$ cat src/rtl/lcb_responder.sv
// LCB-side RS-485 responder: receives a 4-byte 8N1 request, validates address and
// checksum, then answers with ANS_BYTES samples from the local store plus an XOR checksum.
module lcb_responder #(
   parameter int BIT_CYCLES     = 16,
   parameter int ANS_BYTES      = 2,
   parameter int TURN_CYCLES    = 32,
   parameter int TIMEOUT_CYCLES = 256
) (
   input  logic       clk,
   input  logic       rst,
   input  logic       rx,
   input  logic [7:0] myAddr,
   input  logic [7:0] rdData,
   output logic       tx,
   output logic       dirTX,
   output logic       dirRX,
   output logic [7:0] rdAddr,
   output logic       reqValid,
   output logic [7:0] reqCmd,
   output logic       errFlag,
   output logic       busy
);

   localparam logic [2:0] S_IDLE  = 3'd0;
   localparam logic [2:0] S_RXCOL = 3'd1;
   localparam logic [2:0] S_CHECK = 3'd2;
   localparam logic [2:0] S_TURN  = 3'd3;
   localparam logic [2:0] S_PRE   = 3'd4;
   localparam logic [2:0] S_LOAD  = 3'd5;
   localparam logic [2:0] S_SHIFT = 3'd6;
   localparam logic [2:0] S_POST  = 3'd7;

   localparam int TMAX0 = (TIMEOUT_CYCLES > TURN_CYCLES) ? TIMEOUT_CYCLES : TURN_CYCLES;
   localparam int TMAX  = (TMAX0 > BIT_CYCLES) ? TMAX0 : BIT_CYCLES;
   localparam int TW    = $clog2(TMAX + 1);
   localparam int BW    = $clog2(BIT_CYCLES + 1);

   localparam logic [TW-1:0] T_TO   = TW'(TIMEOUT_CYCLES - 1);
   localparam logic [TW-1:0] T_TURN = TW'(TURN_CYCLES - 1);
   localparam logic [TW-1:0] T_BIT  = TW'(BIT_CYCLES - 1);
   localparam logic [TW-1:0] T_LOAD = TW'(2);
   localparam logic [TW-1:0] T_ONE  = TW'(1);
   localparam logic [BW-1:0] B_HALF = BW'(BIT_CYCLES / 2);
   localparam logic [BW-1:0] B_LAST = BW'(BIT_CYCLES - 1);
   localparam logic [BW-1:0] B_ONE  = BW'(1);
   localparam logic [4:0]    K_LAST = 5'(ANS_BYTES);

   // rx synchroniser plus one extra stage for falling-edge detection
   logic rx_m_q, rx_s_q, rx_p_q;
   always_ff @(posedge clk or posedge rst) begin
      if (rst) begin
         rx_m_q <= 1'b1;
         rx_s_q <= 1'b1;
         rx_p_q <= 1'b1;
      end else begin
         rx_m_q <= rx;
         rx_s_q <= rx_m_q;
         rx_p_q <= rx_s_q;
      end
   end

   logic [2:0]    state_q, state_d;
   logic          busy_q, busy_d;
   logic          rcv_q;
   logic [BW-1:0] rcyc_q;
   logic [3:0]    rbit_q;
   logic [7:0]    rsh_q;

   logic fall, rcv_en, samp, byte_done;
   assign fall      = rx_p_q & ~rx_s_q;
   assign rcv_en    = ~busy_q & ((state_q == S_IDLE) | (state_q == S_RXCOL));
   assign samp      = rcv_q & (rcyc_q == B_HALF);
   assign byte_done = samp & (rbit_q == 4'd9);

   always_ff @(posedge clk or posedge rst) begin
      if (rst) begin
         rcv_q  <= 1'b0;
         rcyc_q <= '0;
         rbit_q <= '0;
         rsh_q  <= '0;
      end else if (!rcv_en) begin
         rcv_q <= 1'b0;
      end else if (!rcv_q) begin
         if (fall) begin
            rcv_q  <= 1'b1;
            rcyc_q <= B_ONE;
            rbit_q <= '0;
         end
      end else begin
         rcyc_q <= (rcyc_q == B_LAST) ? '0 : rcyc_q + B_ONE;
         if (samp) begin
            rbit_q <= rbit_q + 4'd1;
            // a start bit that reads high at mid-bit was a glitch
            if ((rbit_q == 4'd0 && rx_s_q) || rbit_q == 4'd9) rcv_q <= 1'b0;
            else if (rbit_q != 4'd0) rsh_q <= {rx_s_q, rsh_q[7:1]};
         end
      end
   end

   logic [1:0]    cnt_q, cnt_d;
   logic [TW-1:0] tmr_q, tmr_d;
   logic [7:0]    b0_q, b0_d, b1_q, b1_d, b2_q, b2_d, b3_q, b3_d;
   logic          ferr_q, ferr_d;
   logic [4:0]    k_q, k_d;
   logic [7:0]    ck_q, ck_d;
   logic [8:0]    sh_q, sh_d;
   logic [3:0]    nb_q, nb_d;
   logic          tx_q, tx_d, dir_q, dir_d;
   logic [7:0]    rdaddr_q, rdaddr_d, cmd_q, cmd_d;
   logic          rv_q, rv_d, err_q, err_d;

   always_comb begin
      state_d  = state_q;
      cnt_d    = cnt_q;
      tmr_d    = tmr_q;
      b0_d     = b0_q;
      b1_d     = b1_q;
      b2_d     = b2_q;
      b3_d     = b3_q;
      ferr_d   = ferr_q;
      k_d      = k_q;
      ck_d     = ck_q;
      sh_d     = sh_q;
      nb_d     = nb_q;
      tx_d     = tx_q;
      dir_d    = dir_q;
      busy_d   = busy_q;
      rdaddr_d = rdaddr_q;
      cmd_d    = cmd_q;
      rv_d     = 1'b0;
      err_d    = 1'b0;
      case (state_q)
         S_IDLE, S_RXCOL: begin
            // inter-byte timeout wins over a start edge in the same clk
            if (cnt_q != 2'd0 && !rcv_q && tmr_q == T_TO) begin
               err_d   = 1'b1;
               cnt_d   = 2'd0;
               ferr_d  = 1'b0;
               tmr_d   = '0;
               state_d = S_IDLE;
            end else if (byte_done) begin
               tmr_d = '0;
               if (!rx_s_q) ferr_d = 1'b1;
               case (cnt_q)
                  2'd0:    b0_d = rsh_q;
                  2'd1:    b1_d = rsh_q;
                  2'd2:    b2_d = rsh_q;
                  default: b3_d = rsh_q;
               endcase
               if (cnt_q == 2'd3) begin
                  cnt_d   = 2'd0;
                  state_d = S_CHECK;
               end else begin
                  cnt_d   = cnt_q + 2'd1;
                  state_d = S_RXCOL;
               end
            end else if (cnt_q != 2'd0 && !rcv_q) begin
               tmr_d = tmr_q + T_ONE;
            end
         end
         S_CHECK: begin
            state_d = S_IDLE;
            ferr_d  = 1'b0;
            if (ferr_q) begin
               err_d = 1'b1;
            end else if (b0_q != myAddr && b0_q != 8'hFF) begin
               err_d = 1'b0;
            end else if (b3_q != (b0_q ^ b1_q ^ b2_q)) begin
               err_d = 1'b1;
            end else begin
               rv_d  = 1'b1;
               cmd_d = b1_q;
               if (b0_q != 8'hFF) begin
                  busy_d  = 1'b1;
                  tmr_d   = '0;
                  state_d = S_TURN;
               end
            end
         end
         S_TURN: begin
            tmr_d = tmr_q + T_ONE;
            if (tmr_q == T_TURN) begin
               tmr_d   = '0;
               dir_d   = 1'b1;
               k_d     = '0;
               ck_d    = '0;
               state_d = S_PRE;
            end
         end
         S_PRE: begin
            tmr_d = tmr_q + T_ONE;
            if (tmr_q == T_BIT) begin
               tmr_d    = '0;
               rdaddr_d = b2_q;
               state_d  = S_LOAD;
            end
         end
         S_LOAD: begin
            tmr_d = tmr_q + T_ONE;
            if (tmr_q == T_LOAD) begin
               tmr_d   = '0;
               tx_d    = 1'b0;
               nb_d    = '0;
               state_d = S_SHIFT;
               if (k_q == K_LAST) begin
                  sh_d = {1'b1, ck_q};
               end else begin
                  sh_d = {1'b1, rdData};
                  ck_d = ck_q ^ rdData;
               end
            end
         end
         S_SHIFT: begin
            tmr_d = tmr_q + T_ONE;
            if (tmr_q == T_BIT) begin
               tmr_d = '0;
               nb_d  = nb_q + 4'd1;
               if (nb_q == 4'd9) begin
                  tx_d = 1'b1;
                  if (k_q == K_LAST) begin
                     state_d = S_POST;
                  end else begin
                     k_d     = k_q + 5'd1;
                     state_d = S_LOAD;
                     if (k_q + 5'd1 < K_LAST) rdaddr_d = b2_q + {3'b000, k_q} + 8'd1;
                  end
               end else begin
                  tx_d = sh_q[0];
                  sh_d = {1'b0, sh_q[8:1]};
               end
            end
         end
         default: begin
            tmr_d = tmr_q + T_ONE;
            if (tmr_q == T_BIT) begin
               tmr_d   = '0;
               dir_d   = 1'b0;
               busy_d  = 1'b0;
               state_d = S_IDLE;
            end
         end
      endcase
   end

   always_ff @(posedge clk or posedge rst) begin
      if (rst) begin
         state_q  <= S_IDLE;
         cnt_q    <= '0;
         tmr_q    <= '0;
         b0_q     <= '0;
         b1_q     <= '0;
         b2_q     <= '0;
         b3_q     <= '0;
         ferr_q   <= 1'b0;
         k_q      <= '0;
         ck_q     <= '0;
         sh_q     <= '0;
         nb_q     <= '0;
         tx_q     <= 1'b1;
         dir_q    <= 1'b0;
         busy_q   <= 1'b0;
         rdaddr_q <= '0;
         cmd_q    <= '0;
         rv_q     <= 1'b0;
         err_q    <= 1'b0;
      end else begin
         state_q  <= state_d;
         cnt_q    <= cnt_d;
         tmr_q    <= tmr_d;
         b0_q     <= b0_d;
         b1_q     <= b1_d;
         b2_q     <= b2_d;
         b3_q     <= b3_d;
         ferr_q   <= ferr_d;
         k_q      <= k_d;
         ck_q     <= ck_d;
         sh_q     <= sh_d;
         nb_q     <= nb_d;
         tx_q     <= tx_d;
         dir_q    <= dir_d;
         busy_q   <= busy_d;
         rdaddr_q <= rdaddr_d;
         cmd_q    <= cmd_d;
         rv_q     <= rv_d;
         err_q    <= err_d;
      end
   end

   assign tx       = tx_q;
   assign dirTX    = dir_q;
   assign dirRX    = dir_q;
   assign rdAddr   = rdaddr_q;
   assign reqValid = rv_q;
   assign reqCmd   = cmd_q;
   assign errFlag  = err_q;
   assign busy     = busy_q;

endmodule

$ cat config.mk
export PLATFORM = sky130hd
export DESIGN_NAME = lcb_responder
export DESIGN_NICKNAME = d
export VERILOG_FILES = /design/src/rtl/lcb_responder.sv
export SDC_FILE = /design/constraint.sdc
export NUM_CORES = 1
export LEC_CHECK = 0
export ABC_AREA = 1
export ABC_CLOCK_PERIOD_IN_PS = 11800
export CAP_MARGIN = 20
export CORE_AREA = 2 2 107 109
export CTS_BUF_LIST = sky130_fd_sc_hd__clkbuf_4
export DETAILED_ROUTE_END_ITERATION = 10
export DIE_AREA = 0 0 109 111
export HOLD_SLACK_MARGIN = 0.08
export PLACE_DENSITY_LB_ADDON = 0.1
export SYNTH_ARGS = -nofsm -noshare
export SYNTH_HDL_FRONTEND = slang
export SYNTH_SLANG_ARGS = --single-unit
$ cat constraint.sdc
create_clock -name clk -period 11.8 [get_ports clk]
set_clock_uncertainty 0.2 [all_clocks]
set_input_delay 2.95 -clock clk [delete_from_list [all_inputs] [get_ports clk]]
set_output_delay 2.95 -clock clk [all_outputs]
set_load 0.02 [all_outputs]
==> results.yml <==
status:
  status: "complete, no violations"
critical_path:
  reg2reg_depth: 15
  slowest_delay_ns: 0.60
  critPathMaxFanout: 2
  critPathLaunchType: "flop"
  reg2reg_from: "tmr_q[0]"
  r2r-end: "b3_q[3]"
  cp.required_ns: 8.65
  crit_family: "buffers and inverters"
  path_cells: "clkdlybuf4s50_1"
  worstPathArrival_ns: 1.69
  cp_num_buf_inv: 1
  rrSetupSlack_ns: 8.92
  crit_path_top_delay_cell: "clkdlybuf4s50_1"
  endpoint_kind: "primary output"
  path_class: "flop to primary output"
flow_run:
  maxCapViolations: 0
clocking:
  cts_buffers: 17
  root_buffer: "clkbuf_4"
  hold_buffers: 0
  htreeDepth: 4
  path_clk_slew_ns: 0.10
  cts_setup_buffers: 0
  worst_skew_pair.late_latency_ns: 0.55
  cts_tree: "done"
  clockBufferDepth: 2
  cts-resized-gates: 0
  clock_sinks: 115
logic_synthesis:
  synth_mux_area_share_pct: 0.148
  synth_cell_types: 48
  synth_compound_area_share_pct: 12.5
  synth_area_sq_mm: 0.00677
  avgSynthCellArea_sq_um: 7.73
  yosys.area_share.simple_pct: 26.9
  yosys_warnings: 0
  synth_top_family_by_area: "simple AND/OR/NAND/NOR gates"
  synthCells: 876
  synth_xor_xnor_area_share_pct: 4.27
  ys_seq_area_share_pct: 42.6
  syn-num-nets: 917
  ys_seq_elements: 115
  synth-adder-area-share_pct: 4.18
final_layout:
  fin_util_pct: 67.4
  area_growth_pct: 10.3
  diodes: 0
  layout.cells.non_filler: 1068
  layout-drive-gt1-share_pct: 9.95
  nets: 953
detailed_routing:
  drt_iter0_drc: 352
  viasPerCell: 5.41
  ant_nets: 0
  num_vias: 5782
  dr.pass1.iters: 6
  wirelength_um: 15100
  drc: 0
  wire_per_inst_um: 14.1
die:
  die_area_sq_mm: 0.0121
  ios: 41
  core_area_sq_mm: 0.0111
  row_count: 39
  die_h_um: 111
  die_w_um: 109
  start_util_pct: 61.1
timing:
  timing.fmax_mhz: 207
  hold_violations: 0
  hold_ws_ns: 0.161
  setup_violations: 0
  tightest_slew_ns: 0.785
  rsz0062_at_grt: "no"
  slew_headroom_pct: 47.7
  min_period_over_period_pct: 41.0
  period_needed_ns: 4.84
  final.setup.tns_ns: 0
  slew_violations: 0
global_routing:
  grt_max_degree: 63
  grt_first_pass_wirelength_um: 26000
  grtUsageMet2_pct: 44.5
  grtUsageTotal_pct: 27.4
  grt.met3_usage_pct: 6.53
  overflow: 0
  grt-busiest-layer: "met2"
  grt_pass1_vias: 5566
  antenna_found_initial: 0
  grt_use_met1_pct: 36.2
power_and_ir_drop:
  power.density_mw_per_mm2: 93.6
  irDropWorstVdd_mv: 0.0829
  p_leak_nw: 3.82
hold_path:
  hold_depth: 0
  timing.hold.worst.start: "rx_m_q"
  min_path_type: "flop to flop"
  min_to: "rx_s_q"
place:
  portBuffers: 40
  gp_congestion: 0.937
  dp.cells: 1036
  dpl.hpwl_um: 11100
==> power by group <==
group / internal (mW) / switching [mW]
clock: 0.132 / 0.150
combinational: 0.00868 / 0.0127
sequential: 0.395 / 0.000188
==> kinds of logic after synthesis <==
group                      after synthesis
and+or+nand+nor                        413
buffers and inverters                  151
AOI/OAI and AO/OA                      141
DFF                                    115
xor gates and xnor gates                33
adders and majority gates               22
muxes                                    1
==> how the worst max path moves through the flow <==
| stage | startpoint | end | slack [ns] | cells past startpoint |
|---|---|---|---|---|
| 2_1_floorplan | rst | b0_q[0] | 5.61 | 1 |
| 5_1_grt | tx | tx | 6.89 | 1 |
| 3_5_place_dp | myAddr[1] | reqCmd[6] | 6.74 | 11 |
| 6_report | tx | tx | 6.96 | 1 |
| 3_3_place_gp | myAddr[0] | reqCmd[1] | 6.84 | 10 |
| 4_1_cts | tx | tx | 6.92 | 1 |
==> layer usage <==
metal	part of all wire (%)	vias up
met1	45	2780
met3	3.5	18
li1	-	2877
met4	1.5	0
met2	50	107
met5	0	-
==> per-stage QoR <==
step	total power [mW]	cell area, sq um	setup slack [ns]
2_1_floorplan	0.414	6770	5.61
3_3_place_gp	0.424	7200	6.84
3_5_place_dp	0.425	7200	6.74
4_1_cts	0.707	7470	6.92
5_1_grt	0.725	7470	6.89
6_report	0.699	7470	6.96
==> flip-flops by register name, summed over array words and instances (netlist names), 2 cells and up <==
signal and flops:
state_q 3, rbit_q 4, ck_q 8, cnt_q 2
rsh_q 8, rdAddr 8, k_q 5, reqCmd 8
sh_q 9, rcyc_q 5, b0_q 8, b3_q 8
tmr_q 9, b1_q 8, nb_q 4, b2_q 8
==> final cells by class <==
cell class                 instances  area [sq um]
clock inverter                    11           113
sequential                       115          2880
multi-input combinational        610          3250
inverter                         127           479
tap                              143           179
timing repair buffer              41           408
clock buffer                      21           158
fill                             967          3610
==> placed cells by master (no fill, tap or decap), types with 2 or more instances in the layout <==
cell,instances
clkbuf_4,21
inv_2,7
xor2_1,18
o31ai_1,2
nor2_2,3
bufinv_16,2
nand3_2,2
nor2_4,4
or2_2,10
clkinv_1,4
nor2_1,52
o211ai_1,12
o22ai_1,5
nand3_1,55
inv_1,118
o21ai_0,55
nor3_1,2
clkinvlp_4,3
xnor2_1,15
dfstp_2,4
o21ai_1,15
nand2_1,251
nand2_2,6
ha_1,21
clkdlybuf4s50_1,40
dfrtp_1,111
a21oi_1,29
clkinv_2,2
o21ai_2,16
nand4_1,20
==> synthesized netlist by cell type, drive strengths merged <==
master | instances | share of area (%)
xnor2 | 15 | 1.9
xor2 | 18 | 2.3
buf | 19 | 2.1
or2 | 11 | 1.0
nor3 | 4 | 0.54
a211oi | 1 | 0.11
o21ai | 87 | 7.5
nor4 | 1 | 0.092
o31ai | 2 | 0.22
nand3b | 1 | 0.30
o211ai | 13 | 1.5
ha | 21 | 3.9
dfrtp | 111 | 41
clkinv | 1 | 0.055
fa | 1 | 0.30
dfstp | 4 | 1.6
mux2i | 1 | 0.15
nor3b | 1 | 0.11
nand2 | 258 | 15
inv | 126 | 7.0
a31o | 1 | 0.13
clkbuf | 5 | 0.33
nand4 | 21 | 2.0
a22o | 1 | 0.13
nor2 | 59 | 3.8
nand3 | 57 | 4.4
a21oi | 30 | 2.3
o22ai | 5 | 0.46
a32oi | 1 | 0.13
No activity file was read; power rests on OpenSTA's default activity.
